[config.mk]
export PLATFORM = sky130hd
export DESIGN_NAME = clk_rst_seq_ctrl
export DESIGN_NICKNAME = d
export VERILOG_FILES = /design/src/rtl/cpu_ctrl_pkg.sv /design/src/rtl/rst_sync.sv /design/src/rtl/clk_rst_seq_ctrl.sv
export SDC_FILE = /design/constraint.sdc
export NUM_CORES = 1
export LEC_CHECK = 0
export ABC_AREA = 1
export BUFFER_PORTS_ARGS = -buffer_cell sky130_fd_sc_hd__buf_2
export CORE_MARGIN = 2
export CORE_UTILIZATION = 25
export DETAILED_ROUTE_END_ITERATION = 16
export GPL_TIMING_DRIVEN = 0
export MAX_ROUTING_LAYER = met4
export PLACE_DENSITY_LB_ADDON = 0.1
export SETUP_SLACK_MARGIN = 0.2
export SYNTH_ARGS = -nofsm -noshare
export SYNTH_HDL_FRONTEND = slang
export SYNTH_HIERARCHICAL = 1
export SYNTH_SLANG_ARGS = --single-unit
export TNS_END_PERCENT = 30
[constraint.sdc]
create_clock -name clk_hw -period 3.1 [get_ports clk_hw]
set_input_delay 0.31 -clock clk_hw [delete_from_list [all_inputs] [get_ports clk_hw]]
set_output_delay 0.31 -clock clk_hw [all_outputs]
set_load 0.02 [all_outputs]
[src/rtl/cpu_ctrl_pkg.sv]
// Shared constants for the MiniRiscV run-control logic: FSM encodings,
// synchroniser depth and default reset-sequencing timings.
package cpu_ctrl_pkg;

   localparam logic [2:0] S_RESET = 3'd0;
   localparam logic [2:0] S_HOLD  = 3'd1;
   localparam logic [2:0] S_REL   = 3'd2;
   localparam logic [2:0] S_RUN   = 3'd3;
   localparam logic [2:0] S_HALT  = 3'd4;
   localparam logic [2:0] S_DONE  = 3'd5;

   localparam int SYNC_STAGES  = 2;
   localparam int RST_HOLD_DEF = 4;
   localparam int STAGGER_DEF  = 2;

endpackage

[src/rtl/rst_sync.sv]
// Reset synchroniser: asserts asynchronously with rst, deasserts only after
// the release has travelled through STAGES flops on clk_hw.
module rst_sync
   import cpu_ctrl_pkg::*;
#(
   parameter int STAGES = SYNC_STAGES
) (
   input  logic clk_hw,
   input  logic rst,
   output logic released
);

   logic [STAGES-1:0] chain;

   always_ff @(posedge clk_hw or negedge rst) begin
      if (!rst) chain <= '0;
      else      chain <= {chain[STAGES-2:0], 1'b1};
   end

   assign released = chain[STAGES-1];

endmodule

[src/rtl/clk_rst_seq_ctrl.sv]
// Run-control for the core: reset hold, staggered domain release, cpu_en gating
// and a saturating cycle counter. Define RUN_LIMIT_EN to stop after MAX_CYCLES.
module clk_rst_seq_ctrl
   import cpu_ctrl_pkg::*;
#(
   parameter int          NUM_DOM    = 3,
   parameter int          RST_HOLD   = RST_HOLD_DEF,
   parameter int          STAGGER    = STAGGER_DEF,
   parameter int          CNT_W      = 32,
   parameter int unsigned MAX_CYCLES = 250
) (
   input  logic               clk_hw,
   input  logic               rst,
   input  logic               step_mode,
   input  logic               step_req,
   input  logic               halt_req,
   input  logic               resume,
   output logic [NUM_DOM-1:0] dom_rst_n,
   output logic               cpu_en,
   output logic [CNT_W-1:0]   cycle_cnt,
   output logic [2:0]         state,
   output logic               done
);

   localparam int TW = $clog2(((RST_HOLD > STAGGER) ? RST_HOLD : STAGGER) + 1);
   localparam int IW = $clog2(NUM_DOM + 1);
   localparam logic [TW-1:0] HOLD_LOAD = TW'(RST_HOLD - 1);
   localparam logic [TW-1:0] STAG_LOAD = TW'(STAGGER - 1);

   logic             released;
   logic [TW-1:0]    timer;
   logic [IW-1:0]    dom_idx;
   logic             step_grant;
   logic             limit_hit;
   logic [CNT_W-1:0] cnt_next;

   rst_sync #(.STAGES(SYNC_STAGES)) u_rst_sync (
      .clk_hw   (clk_hw),
      .rst      (rst),
      .released (released)
   );

   // halt_req gates the enable combinationally so the halting cycle never executes
   assign cpu_en   = (state == S_RUN) && !halt_req && (step_mode ? step_grant : 1'b1);
   assign cnt_next = (cycle_cnt == '1) ? cycle_cnt : cycle_cnt + CNT_W'(1);

`ifdef RUN_LIMIT_EN
   // A budget wider than the counter can never be reached
   localparam bit LIMIT_FITS = (CNT_W >= 32) || ((MAX_CYCLES >> CNT_W) == 0);
   assign limit_hit = LIMIT_FITS && cpu_en && (cnt_next == CNT_W'(MAX_CYCLES));
   assign done      = (state == S_DONE);
`else
   assign limit_hit = 1'b0;
   assign done      = 1'b0;
`endif

   always_ff @(posedge clk_hw or negedge rst) begin
      if (!rst) begin
         state      <= S_RESET;
         timer      <= '0;
         dom_idx    <= '0;
         dom_rst_n  <= '0;
         step_grant <= 1'b0;
         cycle_cnt  <= '0;
      end else begin
         // A request during an active grant is dropped, never queued
         step_grant <= (state == S_RUN) && step_mode && step_req && !halt_req && !step_grant;
         if (cpu_en) cycle_cnt <= cnt_next;
         case (state)
            S_RESET: begin
               if (released) begin
                  state <= S_HOLD;
                  timer <= HOLD_LOAD;
               end
            end
            S_HOLD: begin
               if (timer != '0) begin
                  timer <= timer - TW'(1);
               end else begin
                  state        <= S_REL;
                  dom_rst_n[0] <= 1'b1;
                  dom_idx      <= IW'(1);
                  timer        <= STAG_LOAD;
               end
            end
            S_REL: begin
               if (timer != '0) begin
                  timer <= timer - TW'(1);
               end else if (dom_idx == IW'(NUM_DOM)) begin
                  state <= S_RUN;
               end else begin
                  dom_rst_n <= dom_rst_n | (NUM_DOM'(1) << dom_idx);
                  dom_idx   <= dom_idx + IW'(1);
                  timer     <= STAG_LOAD;
               end
            end
            S_RUN: begin
               if (halt_req)       state <= S_HALT;
               else if (limit_hit) state <= S_DONE;
            end
            S_HALT: begin
               if (resume && !halt_req) state <= S_RUN;
            end
            S_DONE: begin
               state <= S_DONE;
            end
            default: state <= S_RESET;
         endcase
      end
   end

endmodule
Word level (Yosys, flattened, before mapping)

Cells that the tools add are included.

Divide/modulo/power cells: 0
Muxes and demuxes: 21
Shift operators: 1
$lt $le $gt $ge: 0
Bitwise gates (word level): 4
Add/subtract/negate cells: 3
Reduce and logical (&&, ||, !) cells: 18
Multipliers: 0
Eq/ne operators: 15

Operator list:

| cell                                              | count |
|---|---|
| adder 32 x 1 -> 32 bit (second input constant)    | 1 |
| == test 32 bit (second input constant)            | 1 |
| 2-to-1 mux 3 bit                                  | 10 |
| one-hot mux 3 bit (6 select lines)                | 1 |
| inequality test 2 bit (second input constant)     | 6 |
| one-hot mux 3 bit (3 select lines)                | 1 |
| logical AND 1 bit                                 | 7 |
| == test 3 x 2 -> 1 bit (second input constant)    | 2 |
| == test 3 bit (second input constant)             | 2 |
| 2-to-1 mux 2 bit                                  | 3 |
| AND reduction 3 bit                               | 2 |
| AND reduction 6 bit                               | 1 |
| nonzero test 3 bit                                | 2 |
| 2-to-1 mux 1 bit                                  | 4 |
| one-hot mux 2 bit (2 select lines)                | 1 |
| AND reduction 4 bit                               | 1 |
| == test 3 x 1 -> 1 bit (second input constant)    | 1 |
| zero test 3 bit                                   | 1 |
| inequality test 3 bit (second input constant)     | 1 |
| NOT 1 bit                                         | 3 |
| OR 3 bit                                          | 1 |
| << shifter 1 x 2 -> 3 bit (first input constant)  | 1 |
| subtractor 3 x 1 -> 3 bit (second input constant) | 1 |
| adder 2 x 1 -> 2 bit (second input constant)      | 1 |
| other kinds (6)                                   | 7 |

Word-level logic and storage cells: 70
Register bits: 46
Output and inout port bits: 40
Latch bits: 0
Memory bits (writable): 0
Memory bits (read-only): 0
Bits of input ports: 6
Memories kept: 0

Longest topological paths before layout

Gate-level depths: netlist (run 1).

Word-level depth: 5
Depth in mapped cells: 11

Modules after synthesis

The synthesis (run 1) kept the hierarchy.

By module, submodules not included:

| module           | sequential area each (sq um) | area each (sq um) | cells an instance | instances |
|---|---|---|---|---|
| clk_rst_seq_ctrl | 1,101.1                      | 2,834.0           | 437               | 1 |
| rst_sync         | 50.0                         | 53.8              | 3                 | 1 |

Worst setup path after synthesis (run 1)

Ideal clock, no wire load.

Path type: register -> register
Start: register cycle_cnt[0]
End: register cycle_cnt[21]
Stages on the path, launching flop included: 12
Slack: 1,345 ps
Required time: 2,983 ps
Arrival: 1,638 ps
Cell sequence: dfrtp_1 > ha_1 > inv_2 > nor2_4 > nand2_2 > nor2_4 > nand2_2 > nand2_4 > inv_4 > buf_6 > nand2_1 > nand2_1

Cells in the longest elaborated chain, start to end: 3

Ends and longest elaborated chain:

| what                                                                           | RTL line               | source |
|---|---|---|
| start, declared                                                                | clk_rst_seq_ctrl.sv:20 | `output logic [CNT_W-1:0] cycle_cnt,` |
| start signal, assigned                                                         | clk_rst_seq_ctrl.sv:68 | `if (cpu_en) cycle_cnt <= cnt_next;` |
| parallel branches: the longest is 3 deep, another holds adder 32 x 1 -> 32 bit | n/a                    |  |

Parallel ways; which one is timed is not known.
A chain may end at the register's enable or synchronous reset.

Final worst setup path (run 1)

Start: register cycle_cnt[0]
End: register cycle_cnt[18]

The elaborated chain is that of the path after synthesis.

==> metrics.yaml, run 1 <==
end_kind: "flip-flop"
die_w_um: 111.5
cts_resized: 0
ys_seq_area_frac: 0.3986
skew_ns: 0.009755
path_class: "reg2reg"
synth_compound_area_frac: 0.03380
final_nets: 502
fillers: 1253
cpMaxStageDelayCell: "dfrtp_1"
path_buf_inv: 3
layout-drive-gt1-share: 0.1463
status: "complete, no violations"
synth.distinct_cells: 26
diodes: 0
mappedNetlistArea_sq_um: 2888
cts_tree: "done"
crit_required_ns: 3.28
slowest_delay_ns: 0.47
rsz0062_at_grt: "false"
yosysWarnings: 6
synthAdderAreaFrac: 0.02166
syn_nets: 451
synth_top_family_by_area: "simple AND/OR/NAND/NOR gates"
post_cts_buffers: 0
cap_violations: 0
regArea_sq_um: 1151
area_growth_pct: 18.89
utilization: 0.3033
h-tree-depth: 2
yosys.area_share.simple: 0.4263
min_period_over_period: 0.6018
fin_tns_setup_ns: 0
cp_top_family: "simple AND/OR/NAND/NOR gates"
crit_fanout: 10
crit_chain: "ha_1 > inv_2 > nor2_4 > nand2_2 > nor2_4 > nand2_2 > nand2_4 > inv_4 > buf_6 > nand2_1 > nand2_1"
synth_xor_area_frac: 0.03943
clk_pin_slew_worst_paths_ns: 0.07
finalMaxSlewViolations: 0
power_leakage_nw: 1.747
ctsRootBufferMaster: "clkbuf_16"
cts.sinks: 46
cts_made_buffers: 5
gp_congestion: 0.8821
ys_ff_latch: 46
io_pins: 46
clock_latency_ns: 0.30
drtIter0Drc: 106
max_freq_ghz: 0.5361
drt-pass1-iter-count: 4
ir_drop_v: 0.0002903
vias: 2714
synth_cells: 440
hpwl_um: 6060
final-setup-viol-count: 0
cts_hold_buf: 0
cp-start-kind: "flip-flop"
syn_avg_cell_area_sq_um: 6.563
drcViolationCount: 0
grt.total_usage: 0.1344
dpl_worst_slack_ns: 1.225
core_sq_um: 11320
final-hold-violation-count: 0
slew_headroom: 0.2868
multi_input_area_sq_um: 1513
synthMuxAreaShare: 0
arrival_ns: 2.05
start_util: 0.2551
port_buffers: 44
grt_max_degree: 47
rows: 39
period_needed_ns: 1.865
gr-total-overflow: 0
worst_pin_slew_ns: 1.070
p_per_area_nw_per_um2: 533.9
grt_antenna_before_repair: 0
grt_pass1_vias: 2602
cts.path.max_buffers: 2
grt_pass1_wl_um: 12920
drt-total-wl_um: 7810
fp.dieArea_sq_um: 12430
antenna_left: 0
wl_per_cell_um: 12.30
die_h_um: 111.5
viasPerCell: 4.274
hold_path_class: "in2async"
finalWorstSetupSlack_ns: 1.235
==> cells by family (layout without fill, tap and decap cells) <==
logic type	Yosys count	in the layout
xor gates and xnor gates	13	13
adders and majority gates	5	5
other	2	2
DFF	46	46
and+or+nand+nor	306	306
buffers and inverters	51	103
AOI/OAI and AO/OA	17	17
==> worst paths after layout <==
| path | startpoint | endpoint | slack [ns] | cells past startpoint |
|---|---|---|---|---|
| max in group asynchronous | rst | cycle_cnt[20] | 2.23 | 1 |
| min | rst | cycle_cnt[11] | 0.22 | 1 |
| max | cycle_cnt[0] | cycle_cnt[18] | 1.23 | 11 |
| max reg2reg | cycle_cnt[0] | cycle_cnt[18] | 1.23 | 11 |
| min in group clk_hw | step_req | step_grant | 0.23 | 3 |
| min reg2reg | u_rst_sync/chain[0] | u_rst_sync/chain[1] | 0.35 | 0 |
==> routing by layer <==
| metal | vias up | part of all wire | track usage |
|---|---|---|---|
| li1 | 1439 | - | - |
| met1 | 1207 | 0.50 | 0.1783 |
| met2 | 54 | 0.44 | 0.2061 |
| met3 | 14 | 0.038 | 0.02450 |
| met4 | 0 | 0.024 | 0.04938 |
| met5 | - | 0 | - |
==> power breakdown <==
part / switching, mW / internal (mW) / leakage, nW
Sequential: 0.0747 / 0.670 / 0.610
Combinational: 0.355 / 0.184 / 1.07
Clock: 0.251 / 0.299 / 0.0698
==> sequential cells by signal (all words and copies together) (netlist names) <==
register,cells
cycle_cnt,32
dom_idx,2
dom_rst_n,3
state,3
step_grant,1
timer,3
u_rst_sync/chain,2
==> cell usage after synthesis <==
cell type	instances	area, sq um
a31o_2	2	17.52
buf_6	2	22.52
conb_1	2	7.510
nand4_1	3	18.77
o21ai_0	12	60.06
nor3_2	1	10.01
dfrtp_1	46	1151
inv_2	2	7.510
buf_4	4	30.03
nand3_1	24	120.1
o21bai_1	2	15.01
nor3_1	1	5.000
nor2_2	1	6.260
ha_1	5	62.56
or2_2	1	6.260
nand2_1	205	769.5
inv_1	42	157.7
nor2b_1	1	6.260
inv_4	1	6.260
a21oi_1	1	5.000
nor2_4	2	22.52
xnor2_1	6	52.55
nor2_1	63	236.5
nand2_4	1	11.26
xor2_1	7	61.31
nand2_2	3	18.77
==> stage by stage <==
step	cells	hold WS (ns)	power, mW	cell area (sq um)
2_1_floorplan	440	0.01441	1.146	2888
3_3_place_gp	627	0.3322	1.304	3287
3_5_place_dp	627	0.3365	1.303	3287
4_1_cts	635	0.2218	1.870	3433
5_1_grt	635	0.2315	1.987	3433
6_report	635	0.2200	1.833	3433
==> area by class of cell <==
type                            count  share of cell area
Timing Repair Buffer               44             0.06414
Buffer                              6             0.01531
Tap cell                          143             0.05211
Clock inverter                      3            0.006195
Clock buffer                        5             0.03644
Inverter                           45             0.04993
Multi-Input combinational cell    343              0.4406
Sequential cell                    46              0.3353
==> cells in the final DEF (no fill, tap or decap), types with 3 or more instances in the layout <==
cell | Yosys | layout
buf_2 | 0 | 44
inv_1 | 42 | 42
buf_4 | 4 | 4
nand2_2 | 3 | 3
nand2_1 | 205 | 205
nand3_1 | 24 | 24
xnor2_1 | 6 | 6
xor2_1 | 7 | 7
ha_1 | 5 | 5
o21ai_0 | 12 | 12
clkbuf_16 | 0 | 5
nand4_1 | 3 | 3
dfrtp_1 | 46 | 46
nor2_1 | 63 | 63
Note: power is estimated with default switching activity, not from simulation.
==> run 2: changes to the inputs <==
Clock period 3.1 ns to 1.7 ns, I/O delays scaled along.
==> run 2 against run 1 <==
  * Design area increased by 11%
  * Final cell count increased by 3.6%
  * Non-clock buffer count increased by 23
  * Sequential power increased by 80%
  * Clock power increased by 110%
  * Die area unchanged
  * Combinational power increased by 140%
  * Clock skew increased by 0.00068 ns
  * Register-to-register slack got worse by 1.1 ns
  * Worst hold slack got worse by 0.14 ns
  * First-iteration DRC count increased by 25%
  * Critical path depth decreased by 7
==> metrics.yaml, run 2 (same netlist as run 1, synthesis figures left out) <==
status: "complete, no violations"
final_nets: 525
crit_fanout: 8
grt_pass1_wl_um: 13810
hold_path_class: "in2async"
die_w_um: 111.5
power_frac_clock: 0.311
cts_hold_buf: 0
gr-total-overflow: 0
cpMaxStageDelayCell: "dfrtp_2"
min_period_over_period: 0.9227
placed_cells: 627
path_class: "reg2out"
diodes: 0
period_needed_ns: 1.569
end_kind: "primary output"
vias: 2832
core_sq_um: 11320
io_pins: 46
skew_ns: 0.01044
drt-total-wl_um: 8243
drtIter0Drc: 132
crit_chain: "nor3_4 > nand2_1 > inv_2 > buf_2"
cp_top_family: "flip-flops"
gp_congestion: 0.8326
viasPerCell: 4.304
start_util: 0.2551
p_per_area_nw_per_um2: 993.1
finalMaxSlewViolations: 0
largest_register: "cycle_cnt"
final_common_cell: "nand2_1"
arrival_ns: 1.40
slew_headroom: 0.2784
reg2reg_slack_ns: 0.16
p_int_mw: 2.450
grt_max_degree: 47
combPwrFrac: 0.336
path_buf_inv: 2
cts.sinks: 46
die_h_um: 111.5
cts_tree: "done"
grt_antenna_before_repair: 0
clock_latency_ns: 0.30
drt-pass1-iter-count: 4
cts_made_buffers: 5
area_growth_pct: 32.15
fp.dieArea_sq_um: 12430
p_seq_frac: 0.353
slowest_delay_ns: 0.47
ir_drop_v: 0.0007520
cap_violations: 0
drcViolationCount: 0
placed_area_sq_um: 3302
design_area_sq_um: 3816
power_leakage_nw: 1.858
rsz0062_at_grt: "true"
wl_per_cell_um: 12.53
grt_pass1_vias: 2781
h-tree-depth: 2
fin_hold_ws_ns: 0.07928
final-hold-violation-count: 0
cp-start-kind: "flip-flop"
finalNonFillerCells: 658
crit_required_ns: 1.53
port_buffers: 44
final-setup-viol-count: 0
largest_reg_flops: 32
sw_frac_of_total: 0.3537
mostFrequentLayoutCells: "201 x nand2_1, 46 x nor2_1, 44 x buf_2"
p_sw_mw: 1.340
ctsRootBufferMaster: "clkbuf_16"
p_total_mw: 3.790
layout-drive-gt1-share: 0.2854
rows: 39
fillers: 1279
utilization: 0.3371
antenna_left: 0
cts.path.max_buffers: 2
max_freq_ghz: 0.6375
clk_pin_slew_worst_paths_ns: 0.07
hpwl_um: 6146
grt.total_usage: 0.1426
worst_pin_slew_ns: 1.082
[run 2: what timing repair did]
action	in CTS	in global routing
pin swaps	2	1
endpoints found under the setup margin	35	39
buffers inserted	9	13
gates resized for setup	27	37
cloned	0	1
[run 2: metal layers]
| metal | GRT usage | up-vias | routed length [um] |
|---|---|---|---|
| met1 | 0.1798 | 1280 | 3967 |
| li1 | - | 1486 | - |
| met5 | - | - | 0 |
| met2 | 0.2232 | 50 | 3658 |
| met3 | 0.03375 | 16 | 392 |
| met4 | 0.05350 | 0 | 224 |
[run 2: path summary, 6_finish.rpt]
check | end | startpoint | depth (start not counted)
setup / recovery | cpu_en | state[2] | 4
hold / removal | cycle_cnt[1] | rst | 1
setup reg to reg | cycle_cnt[19] | cycle_cnt[0] | 11
hold reg to reg | u_rst_sync/chain[1] | u_rst_sync/chain[0] | 0
max in group asynchronous | cycle_cnt[27] | rst | 1
min in group clk_hw | step_grant | step_req | 3
[run 2: cell type report]
class                      instances  area, sq um  area share
timing repair buffer              67        410.4      0.1075
buffer                             6        63.81     0.01672
clock inverter                     1        30.03    0.007869
sequential                        46         1189      0.3115
clock buffer                       7        142.6     0.03738
tap                              143        178.9     0.04689
inverter                          45        173.9     0.04557
multi-input combinational        343         1628      0.4266
[run 2: power groups by stage]
stage               Clock, mW  Sequential (mW)  Combinational, mW
finish                   1.18             1.34               1.27
global route             1.26             1.36               1.43
detailed placement          0             1.39               1.02
floorplan                   0             1.46              0.656
global placement            0             1.39               1.01
CTS                      1.22             1.34               1.18
[run 2: worst register-to-register path, delay by kind of cell (launching register included)]
kind	cells	cell delay, ns
buffers and inverters	3	0.24
and+or+nand+nor	7	0.60
DFF	1	0.42
adders and majority gates	1	0.16
[run 2: per-stage QoR]
stage | worst slack [ns] | TNS [ns]
after floorplan | 0.1760 | 0
after global placement | -0.007007 | -0.02228
after detailed placement | -0.009128 | -0.009362
after CTS | 0.1045 | 0
after global routing | 0.02602 | 0
final | 0.1314 | 0
